File: src/rtl/udma_stream_packer.sv
// Packs byte/halfword/word stream items (LSB lane first) into full words with byte enables.
// A partial word is flushed on end-of-frame or when the next item does not fit.
module udma_stream_packer #(
    parameter int unsigned DATA_WIDTH = 32,
    parameter int unsigned CNT_WIDTH  = 16
) (
    input  logic                  clk_i,
    input  logic                  rst_i,
    input  logic                  clr_i,
    input  logic [DATA_WIDTH-1:0] in_data_i,
    input  logic [1:0]            in_datasize_i,
    input  logic                  in_valid_i,
    input  logic                  in_sot_i,
    input  logic                  in_eot_i,
    output logic                  in_ready_o,
    output logic [DATA_WIDTH-1:0] out_data_o,
    output logic [3:0]            out_be_o,
    output logic                  out_valid_o,
    output logic                  out_last_o,
    input  logic                  out_ready_i,
    output logic [CNT_WIDTH-1:0]  word_cnt_o,
    output logic                  err_o
);

    typedef enum logic [1:0] {StIdle, StPack, StTail} state_e;

    state_e                  state_q;
    logic [DATA_WIDTH-1:0]   acc_data_q;
    logic [3:0]              acc_be_q;
    logic [1:0]              off_q;
    logic                    tail_last_q;
    logic [DATA_WIDTH-1:0]   out_data_q;
    logic [3:0]              out_be_q;
    logic                    out_valid_q;
    logic                    out_last_q;
    logic [CNT_WIDTH-1:0]    word_cnt_q;
    logic                    err_q;

    logic [2:0]              nbytes;
    logic [3:0]              item_mask;
    logic [DATA_WIDTH-1:0]   item_data;
    logic                    illegal;
    logic                    stale;
    logic [1:0]              base_off;
    logic [DATA_WIDTH-1:0]   base_data;
    logic [3:0]              base_be;
    logic [2:0]              end_off;
    logic                    fit;
    logic                    fill;
    logic [DATA_WIDTH-1:0]   merged_data;
    logic [3:0]              merged_be;
    logic                    slot_free;
    logic                    accept;

    always_comb begin
        nbytes    = 3'd0;
        item_mask = 4'b0000;
        item_data = '0;
        case (in_datasize_i)
            2'b00: begin
                nbytes    = 3'd1;
                item_mask = 4'b0001;
                item_data = DATA_WIDTH'(in_data_i[7:0]);
            end
            2'b01: begin
                nbytes    = 3'd2;
                item_mask = 4'b0011;
                item_data = DATA_WIDTH'(in_data_i[15:0]);
            end
            2'b10: begin
                nbytes    = 3'd4;
                item_mask = 4'b1111;
                item_data = in_data_i;
            end
            default: ;
        endcase
        illegal     = (in_datasize_i == 2'b11);
        // A new frame starting over a half-filled word throws the stale bytes away.
        stale       = in_sot_i && (off_q != 2'd0);
        base_off    = stale ? 2'd0 : off_q;
        base_data   = stale ? '0 : acc_data_q;
        base_be     = stale ? 4'b0000 : acc_be_q;
        end_off     = {1'b0, base_off} + nbytes;
        fit         = (end_off <= 3'd4);
        fill        = (end_off == 3'd4);
        merged_data = base_data | (item_data << {base_off, 3'b000});
        merged_be   = base_be | (item_mask << base_off);
    end

    assign slot_free  = !out_valid_q || out_ready_i;
    assign in_ready_o = slot_free && (state_q != StTail) && !rst_i && !clr_i;
    assign accept     = in_valid_i && in_ready_o;

    always_ff @(posedge clk_i) begin
        if (rst_i || clr_i) begin
            state_q     <= StIdle;
            acc_data_q  <= '0;
            acc_be_q    <= 4'b0000;
            off_q       <= 2'd0;
            tail_last_q <= 1'b0;
            out_data_q  <= '0;
            out_be_q    <= 4'b0000;
            out_valid_q <= 1'b0;
            out_last_q  <= 1'b0;
            word_cnt_q  <= '0;
            err_q       <= 1'b0;
        end else begin
            if (out_valid_q && out_ready_i) begin
                out_valid_q <= 1'b0;
                if (word_cnt_q != '1) begin
                    word_cnt_q <= word_cnt_q + 1'b1;
                end
            end
            // Emits below override the out_valid_q clear: the slot reloads in the handshake cycle.
            if (state_q == StTail) begin
                if (slot_free) begin
                    out_data_q  <= acc_data_q;
                    out_be_q    <= acc_be_q;
                    out_last_q  <= tail_last_q;
                    out_valid_q <= 1'b1;
                    acc_data_q  <= '0;
                    acc_be_q    <= 4'b0000;
                    off_q       <= 2'd0;
                    state_q     <= tail_last_q ? StIdle : StPack;
                end
            end else if (accept) begin
                if (illegal) begin
                    err_q <= 1'b1;
                    if (in_eot_i) begin
                        if (acc_be_q != 4'b0000) begin
                            out_data_q  <= acc_data_q;
                            out_be_q    <= acc_be_q;
                            out_last_q  <= 1'b1;
                            out_valid_q <= 1'b1;
                        end
                        acc_data_q <= '0;
                        acc_be_q   <= 4'b0000;
                        off_q      <= 2'd0;
                        state_q    <= StIdle;
                    end else begin
                        state_q <= StPack;
                    end
                end else begin
                    if (stale) begin
                        err_q <= 1'b1;
                    end
                    if (fit) begin
                        if (fill || in_eot_i) begin
                            out_data_q  <= merged_data;
                            out_be_q    <= merged_be;
                            out_last_q  <= in_eot_i;
                            out_valid_q <= 1'b1;
                            acc_data_q  <= '0;
                            acc_be_q    <= 4'b0000;
                            off_q       <= 2'd0;
                            state_q     <= in_eot_i ? StIdle : StPack;
                        end else begin
                            acc_data_q <= merged_data;
                            acc_be_q   <= merged_be;
                            off_q      <= end_off[1:0];
                            state_q    <= StPack;
                        end
                    end else begin
                        // No fit implies no stale discard, so base_* is the live accumulator.
                        out_data_q  <= base_data;
                        out_be_q    <= base_be;
                        out_last_q  <= 1'b0;
                        out_valid_q <= 1'b1;
                        acc_data_q  <= item_data;
                        acc_be_q    <= item_mask;
                        off_q       <= nbytes[1:0];
                        if ((nbytes == 3'd4) || in_eot_i) begin
                            tail_last_q <= in_eot_i;
                            state_q     <= StTail;
                        end else begin
                            state_q <= StPack;
                        end
                    end
                end
            end
        end
    end

    assign out_data_o  = out_data_q;
    assign out_be_o    = out_be_q;
    assign out_valid_o = out_valid_q;
    assign out_last_o  = out_last_q;
    assign word_cnt_o  = word_cnt_q;
    assign err_o       = err_q;

endmodule
File: config.mk
export PLATFORM = sky130hd
export DESIGN_NAME = udma_stream_packer
export DESIGN_NICKNAME = d
export VERILOG_FILES = /design/src/rtl/udma_stream_packer.sv
export SDC_FILE = /design/constraint.sdc
export NUM_CORES = 1
export LEC_CHECK = 0
export CORE_ASPECT_RATIO = 1.2
export CORE_UTILIZATION = 25
export DETAILED_ROUTE_END_ITERATION = 6
export PLACE_DENSITY_LB_ADDON = 0.2
export SYNTH_ARGS = -nofsm -noshare
export SYNTH_HDL_FRONTEND = slang
export SYNTH_SLANG_ARGS = --single-unit
export TNS_END_PERCENT = 5
File: constraint.sdc
create_clock -name clk_i -period 6 [get_ports clk_i]
set_clock_uncertainty 0.05 [all_clocks]
set_input_delay 1.2 -clock clk_i [delete_from_list [all_inputs] [get_ports clk_i]]
set_output_delay 1.2 -clock clk_i [all_outputs]
set_load 0.01 [all_outputs]
# --- Word-level counts from Yosys, hierarchy flattened ---
# Cells that the tools add are included.
totals:
  register_bits: 96
classes:
  bitwise: 5
  n_lt_le_gt_ge: 1
  n_shift: 2
  addsub: 2
  reduce_logical: 24
  n_mux: 71
  n_eq_ne: 12
op_table:
  columns: ["operator", "n"]
  rows:
  - ["two-way mux 32 bit", 16]
  - ["case mux 32 bit (3 select lines)", 1]
  - ["two-way mux 4 bit", 16]
  - ["OR 32 bit", 1]
  - ["<< shifter 32 x 5 -> 32 bit", 1]
  - ["two-way mux 2 bit", 15]
  - ["two-way mux 1 bit", 21]
  - ["adder 16 x 1 -> 16 bit (second input constant)", 1]
  - ["inequality test 16 bit (second input constant)", 1]
  - ["case mux 4 bit (3 select lines)", 1]
  - ["AND reduction 5 bit", 2]
  - ["case mux 3 bit (3 select lines)", 1]
  - ["equality test 2 bit (second input constant)", 3]
  - ["equality test 3 bit (second input constant)", 2]
  - ["logical AND 1 bit", 6]
  - ["AND reduction 3 bit", 2]
  - ["nonzero test 2 bit", 3]
  - ["logical OR 1 bit", 4]
  - ["inequality test 2 bit (second input constant)", 2]
  - ["inequality test 4 x 2 -> 1 bit (second input constant)", 1]
  - ["OR 4 bit", 1]
  - ["AND reduction 2 bit", 2]
  - ["nonzero test 4 bit", 1]
  - ["<< shifter 4 x 2 -> 4 bit", 1]
  - ["8 further kinds", 12]

# --- Longest topological paths before layout ---
# Gate-level depths: netlist of run 1.
logic_depth:
  word_depth: 11
  ltp_mapped: 14

# --- Worst setup path after synthesis of run 1 ---
# No wires, ideal clock.
synth_timing:
  path_kind: "input port to flip-flop"
  startpoint: "input in_sot_i"
  endpoint: "register out_be_q[0], in the netlist out_be_o[0]"
  path_slack_ns: 2.098
  stages: 14
  required_ns: 5.817
  arrival_time_ns: 3.720
  cell_sequence: "clkbuf_1 > nand2b_1 > inv_1 > buf_2 > ha_1 > inv_1 > fa_1 > xor2_1 > a2111oi_4 > or3_1 > buf_2 > buf_4 > nor2_1 > nor3_2"
synth_between:
  elab_chain_cells: 9
  elab_cells_between_ends: 16
  classes_between: "add/sub: 1; order compare: 1; eq/ne: 2; shift: 1; mux: 7; bitwise: 1; reduce/logical: 3"
synth_lines:
  columns: ["element", "line", "text"]
  rows:
  - ["start: declaration", "13", "input logic in_sot_i,"]
  - ["logical AND 1 bit *", "79", "stale = in_sot_i && (off_q != 2'd0);"]
  - ["parallel branches: the longest is 8 deep, another holds adder 2 x 3 -> 3 bit", null, null]
  - ["end signal: assignment", "118", "out_be_q <= acc_be_q;"]
  - ["end signal: assignment", "132", "out_be_q <= acc_be_q;"]
  - ["end signal: assignment", "150", "out_be_q <= merged_be;"]
  - ["end: declaration", "33", "logic [3:0] out_be_q;"]
# Mark *: on every way between the ends. The select of a mux whose other input is x is not followed.
# A chain may end at the register's enable or synchronous reset.

# --- Worst setup path in the final report of run 1 ---
layout_timing:
  startpoint: "input in_sot_i"
  endpoint: "register out_data_q[7], in the netlist out_data_o[7]"
layout_between:
  elab_chain_cells: 9
  elab_cells_between_ends: 16
  classes_between: "add/sub: 1; order compare: 1; eq/ne: 2; shift: 1; mux: 7; bitwise: 1; reduce/logical: 3"
layout_lines:
  columns: ["element", "line", "text"]
  rows:
  - ["logical AND 1 bit *", "79", null]
  - ["two-way mux 2 bit", "80", "base_off = stale ? 2'd0 : off_q;"]
  - ["<< shifter 32 x 5 -> 32 bit", "86", "merged_data = base_data | (item_data << {base_off, 3'b000});"]
  - ["OR 32 bit", "86", null]
  - ["two-way mux 32 bit", "148", "if (fill || in_eot_i) begin"]
  - ["two-way mux 32 bit", "147", "if (fit) begin"]
  - ["two-way mux 32 bit", "127", "if (illegal) begin"]
  - ["two-way mux 32 bit", "126", "end else if (accept) begin"]
  - ["two-way mux 32 bit", "115", "if (state_q == StTail) begin"]
  - ["end signal: assignment", "117", "out_data_q <= acc_data_q;"]
  - ["end signal: assignment", "131", "out_data_q <= acc_data_q;"]
  - ["end signal: assignment", "149", "out_data_q <= merged_data;"]
  - ["end: declaration", "32", "logic [DATA_WIDTH-1:0] out_data_q;"]
# Mark *: on every way between the ends. The rest lies on a longest branch, timed or not. The select of a mux whose other input is x is not followed.

==> summary.md, run 1 <==
| Metric | Value |
|---|---|
| Crit path from | `in_sot_i` |
| Final Max Tran Viols | `0` |
| Reg2reg path depth | `11` |
| Gr usage total | `0.181` |
| Worst setup path endpoint | `out_data_o[7]` |
| Cell count after synthesis | `653` |
| Root Driver | `clkbuf_16` |
| Final worst path period share | `0.755` |
| CTS tree | `yes` |
| Initial DRC count | `386` |
| Initial antenna violation count | `0` |
| Worst vdd rail ir drop | `0.131 mV` |
| Hold_buf cts | `0` |
| Post-CTS resize count | `0` |
| Final Setup Violations | `0` |
| DRC viols | `0` |
| Warnings, synthesis | `0` |
| Total grt overflow | `0` |
| Reg2reg end | `out_data_o[7]` |
| DR WL/cell | `18.8 um` |
| Register-to-register setup slack | `2510 ps` |
| Synth Flop Type | `dfxtp_1` |
| Worst-path fanout max | `31` |
| First-pass GRT wire length | `30.2 mm` |
| Net Sw Power | `0.000377 W` |
| PwrDens | `202 mW/mm^2` |
| Syn Area/Cell | `8.13 um^2` |
| Final Hold Viols | `0` |
| Sw Share | `0.272` |
| Top cells by area, synth | `dfxtp_1 (36%), a21oi_1 (6.9%), o21ai_0 (4.8%)` |
| Routed Antenna Nets | `0` |
| Lkg Pwr | `2.37 nW` |
| Slew @ Worst Pin | `962 ps` |
| Flop pwr share | `0.467` |
| Crit path launch type | `input port` |
| Antenna Cells | `0` |
| Final Instance Area | `0.00686 mm^2` |
| Final min period | `4530 ps` |
| CTS Sinks | `96` |
| Final Non-Filler Cells | `1009` |
| Most common cell in the netlist | `dfxtp_1` |
| Cell Int Power | `0.00101 W` |
| Worst path arrival time | `4750 ps` |
| Crit. End Element | `register` |
| Fmax | `221 MHz` |
| Core area | `0.0209 mm^2` |
| Reg2reg start | `off_q[0]` |
| Run status | `completed` |
| Clock share of power | `0.401` |
| Synth area leader | `dfxtp_1` |
| Comb power frac | `0.131` |
| XOR/XNOR Fraction of Synth Area | `0.0262` |
| Fill cells | `2238` |
| Routed WL | `18.9 mm` |
| Detailed placement HPWL | `13.9 mm` |
| Netlist cell types | `64` |
| Ys async rst share | `0` |
| Inst Count DP | `993` |
| Deepest clock path buffer count | `2` |
| Slew HR | `0.358` |
| CTS buffer count | `9` |
| Largest family of logic cells by synthesized area | `compound AO/OA/AOI/OAI gates` |
| Hold Crit Class | `reg -> reg` |
| # IOs | `97` |
| Max-capacitance violation count | `0` |
| Initial Util | `0.254` |
| Yosys top cell area share | `0.362` |
| Die Wd | `135 um` |
| Top post-synthesis cells by count | `dfxtp_1 (96), a21oi_1 (73), nor2_1 (59), o21ai_0 (51), nand2_1 (43)` |
| Post-synth EDFFs | `0` |
| DR vias/cell | `5.29` |
| Cell Area, Synth | `0.00531 mm^2` |
| Layout cell share with drive strength beyond 1 | `0.0825` |
| Synth Area in Compound Gates | `0.319` |
| DP Area | `0.00658 mm^2` |
| Post-Synth Adder-Cell Area | `0.0203` |
| Post-CTS setup buffers | `0` |
| CP Class | `in -> reg` |
| Pin count of the biggest net entering global routing | `57` |
| Global placement routability congestion | `0.836` |
| Final Core Density | `0.328` |
| Syn-to-layout area delta | `29.2%` |
| Die ar. | `0.0218 mm^2` |
| Crit path required time | `6230 ps` |
| DIE HEIGHT | `162 um` |
| DR vias | `5334` |
| Setup tns final | `0 ps` |
| TritonRoute pass-1 iters | `5` |
| Worst-Skew Late Latency | `360 ps` |
| Post-synthesis simple-gate area fraction | `0.208` |
| Flops & latches, synth | `96` |
| Fin nets | `783` |
| # rows | `58` |
| Post-synthesis sequential area ratio | `0.362` |
| RSZ-0062 raised after global routing | `no` |
| Port buffer count | `96` |
| Post-synthesis mux area share | `0.0170` |
| Number of global-route vias before repair | `5321` |
| CTS H-tree depth | `3` |
| Clock slew at reported path FFs | `70 ps` |
| Mapped Nets | `702` |
==> critical path, cell delays in order <==
cell	delay [ps]
clkdlybuf4s50_1	570
nand2b_1	450
inv_1	160
ha_1	150
inv_1	50
fa_1	440
xor2_1	220
a2111oi_4	450
or3_1	510
buf_12	260
nor2_1	70
a211oi_2	190
==> placed cells by master, fill, tap and decap left out, drive strengths merged, types with 3 or more instances in the layout <==
cell type | Yosys | layout
nor3 | 20 | 20
a211o | 3 | 3
clkdlybuf4s50 | 0 | 96
o221ai | 4 | 4
nor4 | 5 | 5
xnor2 | 4 | 4
xor2 | 11 | 11
a222oi | 8 | 8
nor3b | 3 | 3
nand4 | 7 | 7
and2 | 11 | 11
nand3 | 23 | 23
ha | 7 | 7
inv | 11 | 12
and3 | 13 | 13
mux2i | 9 | 9
clkbuf | 28 | 12
nand2 | 43 | 43
a21oi | 73 | 73
dfxtp | 96 | 96
a22o | 8 | 8
buf | 19 | 21
o211ai | 3 | 3
a221oi | 22 | 22
a2bb2oi | 4 | 4
nor2 | 59 | 59
nor2b | 5 | 5
nand2b | 5 | 5
a32o | 3 | 3
a211oi | 15 | 15
o21ai | 78 | 78
or3 | 5 | 5
and4 | 5 | 5
a22oi | 20 | 20
==> layer usage <==
layer | GRT usage | part of all wire | up-vias | wire [um]
li1 | - | - | 2633 | -
met3 | 0.0336 | 0.051 | 34 | 971
met5 | 0 | 0 | - | 0
met2 | 0.289 | 0.47 | 167 | 8800
met4 | 0.0720 | 0.025 | 0 | 482
met1 | 0.237 | 0.46 | 2500 | 8670
==> power by group through the flow <==
stage          clock, W  sequential (W)  combinational, W
2_1_floorplan         0        0.000663         0.0000926
6_report       0.000556        0.000647          0.000182
3_3_place_gp          0        0.000662          0.000182
5_1_grt        0.000601        0.000648          0.000197
3_5_place_dp          0        0.000662          0.000181
4_1_cts        0.000574        0.000647          0.000182
==> logic make-up after synthesis <==
logic type,after synthesis
flip-flops,96
AND/OR/NAND/NOR,209
buffers and inverters,58
multiplexers,9
AO/OA/AOI/OAI,258
adder cells (fa/ha/maj),8
XOR/XNOR,15
==> flip-flops by register name, indices dropped and copies added (netlist names) <==
register / cells
out_be_o: 4
tail_last_q: 1
out_last_o: 1
word_cnt_o: 16
state_q: 2
acc_data_q: 32
off_q: 2
err_o: 1
acc_be_q: 4
out_valid_o: 1
out_data_o: 32
==> how the worst min path moves through the flow <==
stage / endpoint / slack (ps) / from / cells after the start
finish: out_last_o / 420 / out_last_o / 2
global route: acc_data_q[0] / 440 / acc_data_q[0] / 1
CTS: acc_data_q[23] / 420 / acc_data_q[23] / 2
detailed placement: acc_data_q[23] / 410 / acc_data_q[23] / 2
global placement: err_o / 400 / err_o / 2
floorplan: acc_data_q[23] / 390 / acc_data_q[23] / 2
==> cell type report <==
type / count / area, um^2 / share of cell area
multi-input cells: 499 / 3150 / 0.460
flip-flops and latches: 96 / 1920 / 0.280
repair buffers: 117 / 1130 / 0.165
well taps: 270 / 338 / 0.0493
clock buffers: 12 / 246 / 0.0359
inverters: 11 / 41.3 / 0.00602
clock inverters: 4 / 28.8 / 0.00420
==> metrics by stage <==
step	power (W)	setup slack [ps]	hold WS [ps]
final	0.00138	1470	421
after global routing	0.00145	1250	439
after detailed placement	0.000843	1100	406
after floorplan	0.000755	2100	392
after CTS	0.00140	1470	421
after global placement	0.000844	1190	403
No activity file was read; power rests on OpenSTA's default activity.
==> run 2: changes to the inputs <==
==> constraint.sdc (replaced) <==
create_clock -name clk_i -period 4.3 [get_ports clk_i]
set_clock_uncertainty 0.05 [all_clocks]
set_input_delay 0.86 -clock clk_i [delete_from_list [all_inputs] [get_ports clk_i]]
set_output_delay 0.86 -clock clk_i [all_outputs]
set_load 0.01 [all_outputs]
==> run 2 against run 1 <==
The run now ends with design-rule violations left. Setup slack worse by 860 ps. Clock power rose by 51%. Count of clock-buffer cells in the layout decreased by 1. First-iteration DRC count up 5.2%. Critical path depth unchanged. Wire length up 3.5%. Highest routed layer unchanged. Combinational power grew 42%. Core utilization grew 0.41 points. Flip-flop and latch count did not move. Critical path type unchanged. Cell area rose by 1.2%. Register-to-register slack got worse by 1300 ps.
==> summary.md, run 2 (synthesized netlist as in run 1, its figures left out) <==
| Metric | Value |
|---|---|
| Run status | `finished with violations` |
| Failing checks | `design-rule violations` |
| Top Family by Delay on Critical Path | `buffers and inverters` |
| GR peak layer | `met2` |
| Total grt overflow | `0` |
| Hold_buf cts | `0` |
| Slew @ Worst Pin | `748 ps` |
| CP Class | `in -> reg` |
| Clock share of power | `0.419` |
| CTS H-tree depth | `3` |
| Worst setup path endpoint | `out_data_o[7]` |
| Initial DRC count | `406` |
| Reg2reg end | `out_data_o[7]` |
| DR WL/cell | `19.2 um` |
| Lkg Pwr | `2.43 nW` |
| Final hold slack | `420 ps` |
| Crit path buffers/inverters | `4` |
| Syn-to-layout area delta | `30.8%` |
| DR vias | `5454` |
| Met2 Use GR | `0.301` |
| Cell Int Power | `0.00147 W` |
| Gr usage total | `0.182` |
| Post-CTS resize count | `0` |
| Antenna Cells | `0` |
| Inst Count DP | `1004` |
| Final Hold Viols | `0` |
| Initial Util | `0.254` |
| Post-CTS setup buffers | `0` |
| First-pass GRT wire length | `30.4 mm` |
| Root Driver | `clkbuf_16` |
| DRC viols | `1` |
| DR vias/cell | `5.35` |
| Die ar. | `0.0218 mm^2` |
| Clock slew at reported path FFs | `70 ps` |
| Critical path depth | `12` |
| TritonRoute pass-1 iters | `7` |
| Final worst path period share | `0.858` |
| # IOs | `97` |
| Reg2reg path depth | `11` |
| Crit. End Element | `register` |
| Deepest clock path buffer count | `2` |
| Slowest-stage cell, CP | `a2111oi_4` |
| Worst path arrival time | `3920 ps` |
| Die Wd | `135 um` |
| Pin count of the biggest net entering global routing | `57` |
| Max-capacitance violation count | `0` |
| CTS Sinks | `96` |
| Net Sw Power | `0.000536 W` |
| Final Non-Filler Cells | `1020` |
| CTS buffer count | `9` |
| Final min period | `3690 ps` |
| CTS tree | `yes` |
| Worst path cell trace | `clkdlybuf4s50_1, inv_1, ha_1, ha_1, inv_1, fa_1, xor2_1, a2111oi_4, or3_1, buf_4, nor2_1, a211oi_2` |
| Final Max Tran Viols | `0` |
| Final Core Density | `0.332` |
| Crit path from | `in_datasize_i[0]` |
| Reg2reg start | `off_q[0]` |
| Global placement routability congestion | `0.853` |
| Comb power frac | `0.130` |
| Met3 Usage GRT | `0.0314` |
| Hold Crit Class | `reg -> reg` |
| Worst vdd rail ir drop | `0.183 mV` |
| Setup tns final | `0 ps` |
| Flop pwr share | `0.451` |
| Crit path required time | `4530 ps` |
| Layout cell share with drive strength beyond 1 | `0.0973` |
| Sw Share | `0.268` |
| Detailed placement HPWL | `14.1 mm` |
| Met1 Track Usage GR | `0.233` |
| Final Setup Violations | `0` |
| RSZ-0062 raised after global routing | `no` |
| Routed Antenna Nets | `0` |
| Most frequent cells in the layout | `dfxtp_1 (96), clkdlybuf4s50_1 (96), a21oi_1 (73)` |
| Initial antenna violation count | `0` |
| PwrDens | `288 mW/mm^2` |
| Register-to-register setup slack | `1220 ps` |
| Worst-Skew Late Latency | `360 ps` |
| Port buffer count | `96` |
| Fin nets | `794` |
| DIE HEIGHT | `162 um` |
| Number of global-route vias before repair | `5295` |
| Tot Pwr | `0.00200 W` |
| Core area | `0.0209 mm^2` |
| Slew HR | `0.502` |
| Crit path launch type | `input port` |
| Routed WL | `19.6 mm` |
| # rows | `58` |
| Fmax | `271 MHz` |
| Crit path largest cell delay | `460 ps` |
| Worst-path fanout max | `41` |
-- run 2: cell type report --
class | instances | area [um^2]
Clock inverter | 5 | 56.3
Inverter | 11 | 41.3
Timing Repair Buffer | 128 | 1200
Fill cell | 2253 | 14000
Tap cell | 270 | 338
Sequential cell | 96 | 1920
Clock buffer | 11 | 243
Multi-Input combinational cell | 499 | 3140
-- run 2: tightest hold or removal path, delay by kind of cell, from the launching register on --
kind	cells	cell delay, ps
simple gates	1	50
flops	1	320
compound gates	1	50
-- run 2: power groups by stage --
stage	sequential, W	clock [W]	combinational [W]
6_report	0.000903	0.000840	0.000259
3_5_place_dp	0.000924	0	0.000257
2_1_floorplan	0.000925	0	0.000129
4_1_cts	0.000903	0.000860	0.000258
3_3_place_gp	0.000924	0	0.000259
5_1_grt	0.000904	0.000890	0.000278
-- run 2: metal layers --
metal	routed length, um	vias to the layer above
met4	421	0
met2	9420	204
met3	1090	34
met1	8650	2574
li1	-	2642
met5	0	-
-- run 2: how the worst min path moves through the flow --
stage | cells past startpoint | startpoint | end | slack [ps]
after floorplan | 2 | acc_data_q[23] | acc_data_q[23] | 390
after global placement | 1 | acc_data_q[2] | acc_data_q[2] | 410
after detailed placement | 1 | acc_data_q[2] | acc_data_q[2] | 410
after CTS | 1 | acc_data_q[2] | acc_data_q[2] | 430
after global routing | 1 | acc_data_q[2] | acc_data_q[2] | 450
final | 2 | out_last_o | out_last_o | 420
-- run 2: through the flow --
stage               area [um^2]  setup slack, ps
global placement           6650              322
CTS                        6940              605
finish                     6940              610
floorplan                  5310              738
detailed placement         6650              235
global route               6940              437
